**src/rtl/busy_timer_arbiter_pkg.sv**
```systemverilog
// -----------------------------------------------------------------------------
// busy_arb_pkg
// Shared types and defaults for busy_timer_arbiter and its round-robin picker.
//   state_t          : arbiter state (IDLE when the timer is zero, BUSY otherwise)
//   *_DEF constants  : default parameter values for the top module
//   next_ptr(idx, n) : round-robin successor, (idx + 1) mod n
// -----------------------------------------------------------------------------
package busy_arb_pkg;

    typedef enum logic {
        IDLE = 1'b0,
        BUSY = 1'b1
    } state_t;

    localparam int         N_REQ_DEF       = 4;
    localparam int         CNT_W_DEF       = 4;
    localparam logic [3:0] DEFAULT_LEN_DEF = 4'hA;
    localparam int         MAX_WAIT_DEF    = 64;

    function automatic int unsigned next_ptr(input int unsigned idx, input int unsigned n);
        if (idx + 1 >= n) begin
            return 0;
        end
        return idx + 1;
    endfunction

endpackage

```
**src/rtl/busy_timer_arbiter_rr_picker.sv**
```systemverilog
// -----------------------------------------------------------------------------
// rr_picker
// Combinational round-robin picker. Scans valid starting at rr_ptr, wrapping
// modulo N_REQ, and selects the first set bit.
//   valid     in  N_REQ  request vector
//   rr_ptr    in  IDX_W  highest-priority index for this scan
//   grant     out N_REQ  one-hot winner (all zero when nothing is valid)
//   winner    out IDX_W  index of the winner (0 when nothing is valid)
//   any_valid out 1      at least one request is valid
// -----------------------------------------------------------------------------
module rr_picker #(
    parameter int N_REQ = 4,
    parameter int IDX_W = 2
) (
    input  logic [N_REQ-1:0] valid,
    input  logic [IDX_W-1:0] rr_ptr,
    output logic [N_REQ-1:0] grant,
    output logic [IDX_W-1:0] winner,
    output logic             any_valid
);

    // One extra bit so rr_ptr + offset cannot overflow before the wrap.
    localparam logic [IDX_W:0] N_W = (IDX_W + 1)'(N_REQ);

    logic [IDX_W:0]   sum;
    logic [IDX_W-1:0] idx;

    always_comb begin
        grant     = '0;
        winner    = '0;
        any_valid = 1'b0;
        sum       = '0;
        idx       = '0;
        for (int off = 0; off < N_REQ; off++) begin
            sum = {1'b0, rr_ptr} + (IDX_W + 1)'(off);
            if (sum >= N_W) begin
                sum = sum - N_W;
            end
            idx = sum[IDX_W-1:0];
            // First hit in scan order wins; later hits are ignored.
            if (!any_valid && valid[idx]) begin
                any_valid   = 1'b1;
                winner      = idx;
                grant[idx]  = 1'b1;
            end
        end
    end

endmodule

```
**src/rtl/busy_timer_arbiter.sv**
```systemverilog
// -----------------------------------------------------------------------------
// busy_timer_arbiter
// Shares one countdown busy-timer among N_REQ requesters with round-robin
// arbitration. An accepted request loads the timer with its length (or
// DEFAULT_LEN for length 0); the timer counts down to zero, and only while it
// is zero can the next grant be issued. owner_id tells the datapath who owns
// the shared resource.
//
// Handshake: requester i is accepted in a cycle where req_valid[i] and
// req_ready[i] are both high. req_valid must stay high and req_len stable until
// acceptance; req_ready is combinational from req_valid and at most one bit high.
//
// Ports:
//   clk, rst     clock, synchronous active-high reset
//   req_valid    in  N_REQ        per-requester request
//   req_len      in  N_REQ*CNT_W  per-requester length, slice i = [i*CNT_W +: CNT_W]
//   req_ready    out N_REQ        one-hot acceptance
//   grant_valid  out 1            one-cycle pulse the cycle after acceptance
//   owner_id     out IDX_W        current/last owner of the timer
//   busy         out 1            timer nonzero (the FSM state, registered)
//   count_out    out CNT_W        current timer value
//   starve_err   out N_REQ        sticky wait-limit flags
//
// Optional feature: define BUSY_ARB_WAIT_MON_EN to build the per-requester wait
// monitor; otherwise starve_err is tied to zero.
// -----------------------------------------------------------------------------
module busy_timer_arbiter
    import busy_arb_pkg::*;
#(
    parameter int               N_REQ       = N_REQ_DEF,
    parameter int               CNT_W       = CNT_W_DEF,
    parameter logic [CNT_W-1:0] DEFAULT_LEN = CNT_W'(DEFAULT_LEN_DEF),
    parameter int               MAX_WAIT    = MAX_WAIT_DEF,
    localparam int              IDX_W       = (N_REQ > 1) ? $clog2(N_REQ) : 1
) (
    input  logic                   clk,
    input  logic                   rst,
    input  logic [N_REQ-1:0]       req_valid,
    input  logic [N_REQ*CNT_W-1:0] req_len,
    output logic [N_REQ-1:0]       req_ready,
    output logic                   grant_valid,
    output logic [IDX_W-1:0]       owner_id,
    output logic                   busy,
    output logic [CNT_W-1:0]       count_out,
    output logic [N_REQ-1:0]       starve_err
);

    state_t           state_q, state_d;
    logic [CNT_W-1:0] count_q, count_d;
    logic [IDX_W-1:0] owner_q, owner_d;
    logic [IDX_W-1:0] ptr_q, ptr_d;
    logic             grant_q, grant_d;

    logic [N_REQ-1:0] pick_onehot;
    logic [IDX_W-1:0] pick_idx;
    logic             pick_any;
    logic             accept;
    logic [CNT_W-1:0] win_len;

    rr_picker #(
        .N_REQ (N_REQ),
        .IDX_W (IDX_W)
    ) u_picker (
        .valid     (req_valid),
        .rr_ptr    (ptr_q),
        .grant     (pick_onehot),
        .winner    (pick_idx),
        .any_valid (pick_any)
    );

    // State register: timer, owner, round-robin pointer, grant pulse.
    always_ff @(posedge clk) begin
        if (rst) begin
            state_q <= IDLE;
            count_q <= '0;
            owner_q <= '0;
            ptr_q   <= '0;
            grant_q <= 1'b0;
        end else begin
            state_q <= state_d;
            count_q <= count_d;
            owner_q <= owner_d;
            ptr_q   <= ptr_d;
            grant_q <= grant_d;
        end
    end

    // Length of the winning requester, muxed by the one-hot grant.
    always_comb begin
        win_len = '0;
        for (int i = 0; i < N_REQ; i++) begin
            if (pick_onehot[i]) begin
                win_len = req_len[i*CNT_W +: CNT_W];
            end
        end
    end

    assign accept = |req_ready;

    // Next-state logic. Acceptance only happens in IDLE (count zero), so the
    // load and the decrement never compete; the decrement stops at zero.
    always_comb begin
        count_d = count_q;
        owner_d = owner_q;
        ptr_d   = ptr_q;
        grant_d = 1'b0;
        if (accept) begin
            count_d = (win_len == '0) ? DEFAULT_LEN : win_len;
            owner_d = pick_idx;
            ptr_d   = IDX_W'(next_ptr(32'(pick_idx), N_REQ));
            grant_d = 1'b1;
        end else if (count_q != '0) begin
            count_d = count_q - 1'b1;
        end
        state_d = (count_d != '0) ? BUSY : IDLE;
    end

    // Output logic. Ready is held low during reset so nothing is accepted
    // while the registers are being cleared.
    always_comb begin
        req_ready = '0;
        if (!rst && state_q == IDLE && pick_any) begin
            req_ready = pick_onehot;
        end
    end

    assign grant_valid = grant_q;
    assign owner_id    = owner_q;
    assign busy        = (state_q == BUSY);
    assign count_out   = count_q;

`ifdef BUSY_ARB_WAIT_MON_EN
    localparam int               WAIT_W   = $clog2(MAX_WAIT) + 1;
    localparam logic [WAIT_W-1:0] WAIT_LIM = WAIT_W'(MAX_WAIT);

    logic [WAIT_W-1:0] wait_cnt_q [N_REQ];
    logic [N_REQ-1:0]  starve_q;

    // The flag is set on the same edge the counter reaches WAIT_LIM, so it is
    // visible together with the saturated count.
    always_ff @(posedge clk) begin
        if (rst) begin
            for (int i = 0; i < N_REQ; i++) begin
                wait_cnt_q[i] <= '0;
            end
            starve_q <= '0;
        end else begin
            for (int i = 0; i < N_REQ; i++) begin
                if (req_ready[i]) begin
                    wait_cnt_q[i] <= '0;
                end else if (req_valid[i]) begin
                    if (wait_cnt_q[i] != WAIT_LIM) begin
                        wait_cnt_q[i] <= wait_cnt_q[i] + 1'b1;
                    end
                    if (wait_cnt_q[i] >= WAIT_LIM - 1'b1) begin
                        starve_q[i] <= 1'b1;
                    end
                end
            end
        end
    end

    assign starve_err = starve_q;
`else
    assign starve_err = '0;
`endif

endmodule

```
**config.mk**
```make
export PLATFORM = sky130hd
export DESIGN_NAME = busy_timer_arbiter
export DESIGN_NICKNAME = d
export VERILOG_FILES = /design/src/rtl/busy_timer_arbiter_pkg.sv /design/src/rtl/busy_timer_arbiter_rr_picker.sv /design/src/rtl/busy_timer_arbiter.sv
export SDC_FILE = /design/constraint.sdc
export NUM_CORES = 1
export LEC_CHECK = 0
export CAP_MARGIN = 10
export CORE_MARGIN = 4
export CORE_UTILIZATION = 34
export CTS_CLUSTER_SIZE = 10
export DETAILED_ROUTE_END_ITERATION = 8
export GPL_TIMING_DRIVEN = 0
export PLACE_DENSITY = 0.67
export SETUP_SLACK_MARGIN = 0.2
export SYNTH_ARGS = -nofsm -noshare
export SYNTH_HDL_FRONTEND = slang
export SYNTH_HIERARCHICAL = 1
export SYNTH_SLANG_ARGS = --single-unit
```
**constraint.sdc**
```tcl
create_clock -name clk -period 5.8 [get_ports clk]
set_input_delay 0.87 -clock clk [delete_from_list [all_inputs] [get_ports clk]]
set_output_delay 0.87 -clock clk [all_outputs]
set_load 0.005 [all_outputs]
```
# Yosys cells after proc, flatten, opt, wreduce, memory -nomap -nowiden
# Cells that the tools add are included.
# totals
romBits	0
ram_bits	0
memories	0
ff_bits	10
latchBits	0
# op_classes
eq_ne	0
n_reduce_logical	17
muxes	45
order_cmp	13
n_shift	0
addsub	9
bitwise	4
mul	0
n_div	0
# ops
operator	n
two-way mux 4 bit	12
two-way mux 2 bit	9
two-way mux 1 bit	16
>= comparator 3 bit (second input constant)	4
< comparator 2 x 3 -> 1 bit (second input constant)	4
bitwise OR 4 bit	3
logical AND 1 bit	9
binary-select mux 1 bit (select 2 bit)	4
demux 1 bit (select 2 bit)	4
>= comparator 2 x 1 -> 1 bit (second input constant)	4
nonzero test 4 bit	2
subtractor 2 x 1 -> 2 bit (second input constant)	4
adder 2 x 1 -> 3 bit (second input constant)	2
adder 2 x 2 -> 3 bit (second input constant)	2
logical NOT 1 bit	4
logical NOT 4 bit	1
OR reduction 4 bit	1
subtractor 4 x 1 -> 4 bit (second input constant)	1
>= comparator 2 x 3 -> 1 bit (second input constant)	1
inverter 1 bit	1

# Logic depth before layout (Yosys ltp)
# Gate-level depths: netlist (run 1).
# depth
ltp_word	23
mapped_depth	15
depth_no_buf	12

# Hierarchy
# Netlist (run 1), hierarchy kept.
# modules_own_cells
module	area_each_um2	n_inst	cells_per_inst	seq_area_each_um2
busy_timer_arbiter	660.6	1	80	200.2
rr_picker	419.2	1	45	0.0

# Worst setup path before layout (run 1)
# OpenSTA, ideal clock, no wires.
# synth_timing
path_kind	in2reg
start	in req_valid[2]
end	reg state_q (netlist: busy)
path_buffers	1
t_arrival_ns	3.651
path_stages	10
setup_time_ns	0.120
slack_ns	2.029
cell_sequence	mux4_2 -> buf_6 -> and2b_2 -> a22oi_1 -> o21ai_0 -> nor2b_1 -> a221oi_1 -> o21ai_0 -> a221o_2 -> a211o_1
# synth_lines
element	line	rtl
from (decl)	busy_timer_arbiter.sv:38	input logic [N_REQ-1:0] req_valid,
binary-select mux 1 bit (select 2 bit)	busy_timer_arbiter_rr_picker.sv:41	if (!any_valid && valid[idx]) begin
two-way mux 1 bit (implied by the code)	busy_timer_arbiter_rr_picker.sv:41	
two-way mux 1 bit	busy_timer_arbiter_rr_picker.sv:41	
logical NOT 1 bit	busy_timer_arbiter_rr_picker.sv:41	
logical AND 1 bit	busy_timer_arbiter_rr_picker.sv:41	
two-way mux 1 bit	busy_timer_arbiter_rr_picker.sv:41	
logical NOT 1 bit	busy_timer_arbiter_rr_picker.sv:41	
logical AND 1 bit	busy_timer_arbiter_rr_picker.sv:41	
[3 not listed]	--	
two-way mux 4 bit (*)	busy_timer_arbiter_rr_picker.sv:41	
via pick_onehot[1]	busy_timer_arbiter.sv:54	logic [N_REQ-1:0] pick_onehot;
two-way mux 4 bit (3 in series)	busy_timer_arbiter.sv:92	if (pick_onehot[i]) begin
logical NOT 4 bit	busy_timer_arbiter.sv:108	count_d = (win_len == '0) ? DEFAULT_LEN : win_len;
two-way mux 4 bit	busy_timer_arbiter.sv:108	
two-way mux 4 bit (*)	busy_timer_arbiter.sv:107	if (accept) begin
nonzero test 4 bit (*)	busy_timer_arbiter.sv:115	state_d = (count_d != '0) ? BUSY : IDLE;
two-way mux 1 bit (*)	busy_timer_arbiter.sv:115	
to (signal assigned)	busy_timer_arbiter.sv:80	state_q <= state_d;
to (decl)	busy_timer_arbiter.sv:48	state_t state_q, state_d;
# Mark *: on every way through the listed nets, which the timed path passes. The rest lies on a longest branch. The select of a mux whose other input is x is not followed.
# A chain may end at the register's enable or synchronous reset.

# Worst setup path after layout (run 1)
# layout_timing
start	in req_valid[3]
end	out req_ready[1]
# layout_lines
element	line	rtl
binary-select mux 1 bit (select 2 bit)	busy_timer_arbiter_rr_picker.sv:41	
two-way mux 1 bit (implied by the code)	busy_timer_arbiter_rr_picker.sv:41	
two-way mux 1 bit	busy_timer_arbiter_rr_picker.sv:41	
logical NOT 1 bit	busy_timer_arbiter_rr_picker.sv:41	
logical AND 1 bit	busy_timer_arbiter_rr_picker.sv:41	
two-way mux 1 bit	busy_timer_arbiter_rr_picker.sv:41	
logical NOT 1 bit	busy_timer_arbiter_rr_picker.sv:41	
logical AND 1 bit	busy_timer_arbiter_rr_picker.sv:41	
two-way mux 1 bit	busy_timer_arbiter_rr_picker.sv:41	
logical NOT 1 bit	busy_timer_arbiter_rr_picker.sv:41	
logical AND 1 bit	busy_timer_arbiter_rr_picker.sv:41	
two-way mux 4 bit (*)	busy_timer_arbiter_rr_picker.sv:41	
via pick_onehot[1]	busy_timer_arbiter.sv:54	
two-way mux 4 bit (*)	busy_timer_arbiter.sv:122	if (!rst && state_q == IDLE && pick_any) begin
to (decl)	busy_timer_arbiter.sv:40	output logic [N_REQ-1:0] req_ready,
# Marks and branches as above.

==> results of run 1 <==
## cell usage in the layout, fill, tap and decap left out, types with 3 or more instances in the layout
| master | netlist | routed |
|---|---|---|
| sky130_fd_sc_hd__a21oi_1 | 6 | 6 |
| sky130_fd_sc_hd__a221oi_1 | 4 | 4 |
| sky130_fd_sc_hd__a22oi_1 | 8 | 8 |
| sky130_fd_sc_hd__and2_1 | 3 | 3 |
| sky130_fd_sc_hd__buf_4 | 4 | 4 |
| sky130_fd_sc_hd__clkbuf_4 | 0 | 3 |
| sky130_fd_sc_hd__clkdlybuf4s50_1 | 0 | 32 |
| sky130_fd_sc_hd__conb_1 | 1 | 4 |
| sky130_fd_sc_hd__dfxtp_1 | 10 | 10 |
| sky130_fd_sc_hd__ha_1 | 7 | 7 |
| sky130_fd_sc_hd__inv_1 | 8 | 8 |
| sky130_fd_sc_hd__nand2_1 | 9 | 9 |
| sky130_fd_sc_hd__nor2_1 | 8 | 8 |
| sky130_fd_sc_hd__nor3_1 | 5 | 5 |
| sky130_fd_sc_hd__o21ai_0 | 7 | 7 |
| sky130_fd_sc_hd__o22ai_1 | 4 | 4 |
## layer usage
metal / vias to the layer above / routed length (um) / track usage
met5: - / 0 / 0
met4: 0 / 25 / 0.0449
met3: 4 / 175 / 0.0299
met2: 34 / 1210 / 0.226
met1: 475 / 1290 / 0.173
li1: 545 / - / -
## kinds of logic after synthesis
| logic type | after synthesis |
|---|---|
| xor gates and xnor gates | 1 |
| AOI/OAI and AO/OA | 40 |
| other | 1 |
| muxes | 7 |
| DFF | 10 |
| adders and majority gates | 7 |
| buffers and inverters | 18 |
| and+or+nand+nor | 41 |
## worst paths after layout
| kind | startpoint | end | depth (start not counted) | slack [ns] |
|---|---|---|---|---|
| min | owner_id[1] | owner_id[1] | 2 | 0.47 |
| max reg2reg | ptr_q[1] | busy | 12 | 1.62 |
| max | req_valid[3] | req_ready[1] | 8 | 1.19 |
| min reg2reg | owner_id[1] | owner_id[1] | 2 | 0.47 |
## area by class of cell
class | count | area, um^2
plain buffers | 9 | 66.3
clock buffers | 3 | 22.5
fillers | 302 | 1560
inverters | 9 | 36.3
multi-input cells | 100 | 788
flip-flops and latches | 10 | 200
well taps | 44 | 55.1
repair buffers | 32 | 320
## power breakdown
group | internal [mW] | switching (mW)
Combinational | 0.266 | 0.276
Clock | 0.0240 | 0.0238
Sequential | 0.0959 | 0.0265
## registers in the layout, indices dropped and copies added, names as in the netlist
| signal | count |
|---|---|
| count_out | 4 |
| owner_id | 2 |
| ptr_q | 2 |
| busy | 1 |
| grant_valid | 1 |
## critical path: stages
cell and delay, ns:
sky130_fd_sc_hd__clkdlybuf4s50_1 0.48, sky130_fd_sc_hd__mux4_2 0.49, sky130_fd_sc_hd__buf_6 0.16, sky130_fd_sc_hd__and2b_2 0.25
sky130_fd_sc_hd__a22oi_1 0.07, sky130_fd_sc_hd__o21ai_0 0.69, sky130_fd_sc_hd__and2_1 0.23, sky130_fd_sc_hd__clkdlybuf4s50_1 0.50
==> run metrics, run 1 <==
Post-Syn Area=between 1000 and 1500 um^2; maximum number of pins on one net before global-route repair=11; Die ar.=~4100 um^2; register clock-pin slew on the reported worst setup and hold paths=around 0.06 ns; Starting Density=0.354; library cell used as clock root buffer=sky130_fd_sc_hd__clkbuf_4; hold_buf cts=0; area fraction in and, or, nand and nor cells after synthesis=0.220; number of detailed-routing iterations run before antenna repair=4; clock skew=~0.0036 ns; Pleak=between 0.5 and 0.6 nW; largest family of logic cells by synthesized area=compound AO/OA/AOI/OAI gates; Max clock buf depth=2; Placed Cells incl. Taps=204; compound-gate portion of the synthesized area=0.286; total of warnings raised by yosys=6; Cell Count, Final, Fillers Out=just over 200; crit path kind=in -> out; final critical path time including I/O delays and setup=between 4 and 5 ns; Cell Rows=20; post-cts repair resize count=0; Worst Path Max Fanout=10; routability congestion estimate from global placement=0.829; First DRT Iteration DRCs=46; proportion of layout cells with a drive suffix above 1=0.160; setup fix buffers added after clock tree synthesis=0; leading cell types by count after synthesis=sky130_fd_sc_hd__dfxtp_1, sky130_fd_sc_hd__nand2_1, sky130_fd_sc_hd__a22oi_1, sky130_fd_sc_hd__inv_1, sky130_fd_sc_hd__nor2_1; DRT antenna net count=0; DPL Wire Length=2150 um; sequential cell area fraction in the yosys report=0.185; die height=around 64 um; global routing usage summed across all routing layers=0.136; worst slew pin tran=approximately 0.87 ns; fraction of synthesized cell area taken by the top area cell type=0.185; layout-stage area growth over the synthesis result=37.9%; result of the run=complete, no violations; final setup slack of the worst path=roughly 1.2 ns; Worst Setup End Kind=primary output; total gr overflow=0; portion of the clock cycle consumed by the worst path in the final layout=0.795; Post-synth EDFFs=0; global-route wire length before repair=around 4700 um; per-cell routed wire length=13.0 um; final non-filler cell area=about 1500 um^2; number of distinct standard cells referenced by the synthesized netlist=47; worst path required time=~4.9 ns; VDD IR max=0.147 mV; startpoint type of the worst setup path=input port; Slew headroom=0.412; count of clock tree sinks=10; Max-Cap Viols=0; antenna violations before repair=0; H-tree depth reported by CTS=1; utilization after layout=0.488; Synth area leaders=sky130_fd_sc_hd__dfxtp_1, sky130_fd_sc_hd__ha_1, sky130_fd_sc_hd__a22oi_1; multiplexer share of the synthesized area=0.121; number of max-slew violations in the final report=0; worst endpoint data arrival time=~3.7 ns; CTS tree=built; minimum hold slack=about 0.47 ns; Post-Syn Instances=125; die outline width=roughly 64 um; cell accounting for the most synthesized area=sky130_fd_sc_hd__dfxtp_1; clock buffers created by TritonCTS=3; worst slack, placed=approximately 1.2 ns; Power Density=~480 nW/um^2; number of global-route vias before repair=between 1000 and 1500; Overall Power=between 0.7 and 0.8 mW; Post-Route WL=roughly 2700 um; XOR/XNOR share of the synthesized area=0.00811; number of synthesized register bits=10; count of vias placed by the detailed router=between 1000 and 1500; count of input and output buffers=32; count of pins on the block boundary=38; synthesized area per cell=~8.6 um^2; class of the most critical hold timing path=reg -> reg; RSZ-0062 raised after global routing=no; cell area after placement=around 1500 um^2; dominant register cell in the synthesized netlist=sky130_fd_sc_hd__dfxtp_1; Adder-Cell Fraction of Synth Area=0.0811; antenna diode instance count=0; CORE AREA=around 3100 um^2; number of DRC violations after detailed routing=0; hold violation count in the final report=0; detail-routed via count per cell=5.11; most common cell in the netlist=sky130_fd_sc_hd__dfxtp_1; total number of nets in the final design=194; setup violation total in the final timing report=0; maximum frequency from static timing analysis=around 220 MHz; accumulated negative setup slack=0 ns; async set-or-reset flop fraction in the synthesized netlist=0; insertion delay of the later-clocked pin in the worst-skew pair=between 0.2 and 0.3 ns
No activity file was read; power rests on OpenSTA's default activity.
==> run 2: changes to the inputs <==
- clock period: 5.8 -> 4.3 ns (I/O delays scaled with it)
==> run 2 against run 1 <==
Non-clock buffer count grew 2; clock-buffer cell count did not move; via count grew 2.2%.
==> run metrics, run 2 (synthesized netlist as in run 1, its figures left out) <==
result of the run=complete, no violations; Starting Density=0.354; proportion of layout cells with a drive suffix above 1=0.176; number of detailed-routing iterations run before antenna repair=4; minimum hold slack=between 0.4 and 0.5 ns; Largest register FFs=4; relative contribution of combinational cells to total power=0.765; layout-stage area growth over the synthesis result=39.6%; setup violation total in the final timing report=0; count of input and output buffers=32; count of filler cells inserted in the layout=between 300 and 400; internal power consumption=roughly 0.53 mW; CORE AREA=~3100 um^2; H-tree depth reported by CTS=1; Worst Setup End Kind=primary output; Max clock buf depth=2; worst endpoint data arrival time=around 3.2 ns; Post-Route WL=between 2000 and 3000 um; library cell used as clock root buffer=sky130_fd_sc_hd__clkbuf_4; number of global-route vias before repair=between 1000 and 1500; final critical path time including I/O delays and setup=a little under 4 ns; maximum number of pins on one net before global-route repair=11; Die ar.=4140 um^2; Overall Power=just under 1 mW; combined area of the multi-input logic cells=approximately 800 um^2; portion of the clock cycle consumed by the worst path in the final layout=0.898; clock skew=roughly 0.0033 ns; count of pins on the block boundary=38; DPL Wire Length=2150 um; count of clock tree sinks=10; count of vias placed by the detailed router=around 1100; number of max-slew violations in the final report=0; Worst Path Max Fanout=10; number of DRC violations after detailed routing=0; antenna violations before repair=0; First DRT Iteration DRCs=39; Pleak=around 0.57 nW; most common cell after layout, fill and taps aside=sky130_fd_sc_hd__clkdlybuf4s50_1; routability congestion estimate from global placement=0.829; per-cell routed wire length=between 10 and 15 um; Max-Cap Viols=0; clock buffers created by TritonCTS=3; startpoint type of the worst setup path=flip-flop; cells on worst reg2reg path=15; CTS tree=built; total gr overflow=0; insertion delay of the later-clocked pin in the worst-skew pair=around 0.26 ns; sequential cell fraction of total power=0.169; DRT antenna net count=0; global routing usage summed across all routing layers=0.136; total number of nets in the final design=a little under 200; global-route wire length before repair=4680 um; class of the most critical hold timing path=reg -> reg; commonest cells after routing, fill and taps aside=sky130_fd_sc_hd__clkdlybuf4s50_1, sky130_fd_sc_hd__dfxtp_1, sky130_fd_sc_hd__nand2_1; Critical Path Sink=req_ready[1]; flop-to-flop setup slack=0.45 ns; detail-routed via count per cell=around 5.2; antenna diode instance count=0; net switching share of the total power=0.456; launching element of the worst setup path=ptr_q[1]; Cell Rows=20; reg2reg start=ptr_q[1]; register clock-pin slew on the reported worst setup and hold paths=~0.060 ns; worst reg2reg endpoint=busy; maximum frequency from static timing analysis=259 MHz; die outline width=64.4 um; hold_buf cts=0; VDD IR max=about 0.21 mV; Power Density=650 nW/um^2; Seq. cell area=~200 um^2; portion of total power attributed to the clock network=0.066; die height=roughly 64 um; RSZ-0062 raised after global routing=yes; hold violation count in the final report=0; worst path required time=about 3.7 ns; switching power total=roughly 0.45 mW; crit path kind=reg -> out
run 2: worst min-delay path by stage:
stage | cells past startpoint | slack, ns | start | to
after CTS | 2 | 0.46 | owner_id[1] | owner_id[1]
after global placement | 2 | 0.45 | owner_id[1] | owner_id[1]
after global routing | 2 | 0.49 | owner_id[1] | owner_id[1]
after detailed placement | 2 | 0.45 | owner_id[1] | owner_id[1]
after floorplan | 2 | 0.45 | owner_id[0] | owner_id[0]
final | 2 | 0.47 | owner_id[1] | owner_id[1]
run 2: routing by layer:
metal  share of wire  global-route usage  vias up
li1                -                   -      550
met1            0.48               0.173      495
met2            0.45               0.226       32
met3           0.060              0.0299        4
met4          0.0091              0.0449        0
met5               0                   0        -
run 2: per-stage QoR:
stage | area [um^2] | setup TNS [ns] | setup WS [ns] | util | cells
after detailed placement | 1470 | -0.124 | -0.124 | 0.480 | 204
after global routing | 1510 | 0 | 0.176 | 0.494 | 209
after global placement | 1470 | -0.0899 | -0.0899 | 0.480 | 204
after CTS | 1490 | 0 | 0.287 | 0.488 | 207
after floorplan | 1090 | 0 | 0.625 | - | 128
final | 1510 | 0 | 0.439 | 0.494 | 209
run 2: what timing repair did:
action / CTS / global route
pin swaps: 0 / 1
gates resized for setup: 1 / 2
buffers inserted: 0 / 2
endpoints found under the setup margin: 2 / 3
run 2: final cells by class:
class                      instances  area share
inverter                           9      0.0241
multi-input combinational        100       0.525
timing repair buffer              34       0.222
buffer                             9      0.0440
clock buffer                       3      0.0149
tap                               44      0.0365
sequential                        10       0.133
run 2: critical path: stages, from the launching register on:
cell and delay [ns]:
sky130_fd_sc_hd__dfxtp_1 0.54, sky130_fd_sc_hd__inv_1 0.14, sky130_fd_sc_hd__ha_1 0.38, sky130_fd_sc_hd__mux4_2 0.32, sky130_fd_sc_hd__buf_6 0.16, sky130_fd_sc_hd__nor4b_4 0.39, sky130_fd_sc_hd__a22oi_1 0.16, sky130_fd_sc_hd__o21ai_2 0.19
sky130_fd_sc_hd__and2_1 0.18, sky130_fd_sc_hd__clkdlybuf4s50_1 0.49
run 2: power by group through the flow:
stage               clock network [mW]  logic [mW]  registers, mW
floorplan                            0       0.541          0.162
global placement                     0       0.716          0.165
detailed placement                   0       0.730          0.168
CTS                             0.0657       0.737          0.166
global route                    0.0707       0.838          0.172
finish                          0.0645       0.749          0.165
==> run 3: changes to the inputs <==
- HOLD_SLACK_MARGIN: not set -> 0.12
==> results of run 3 <==
The final DEF is identical to that of run 2; final timing and power are the same.
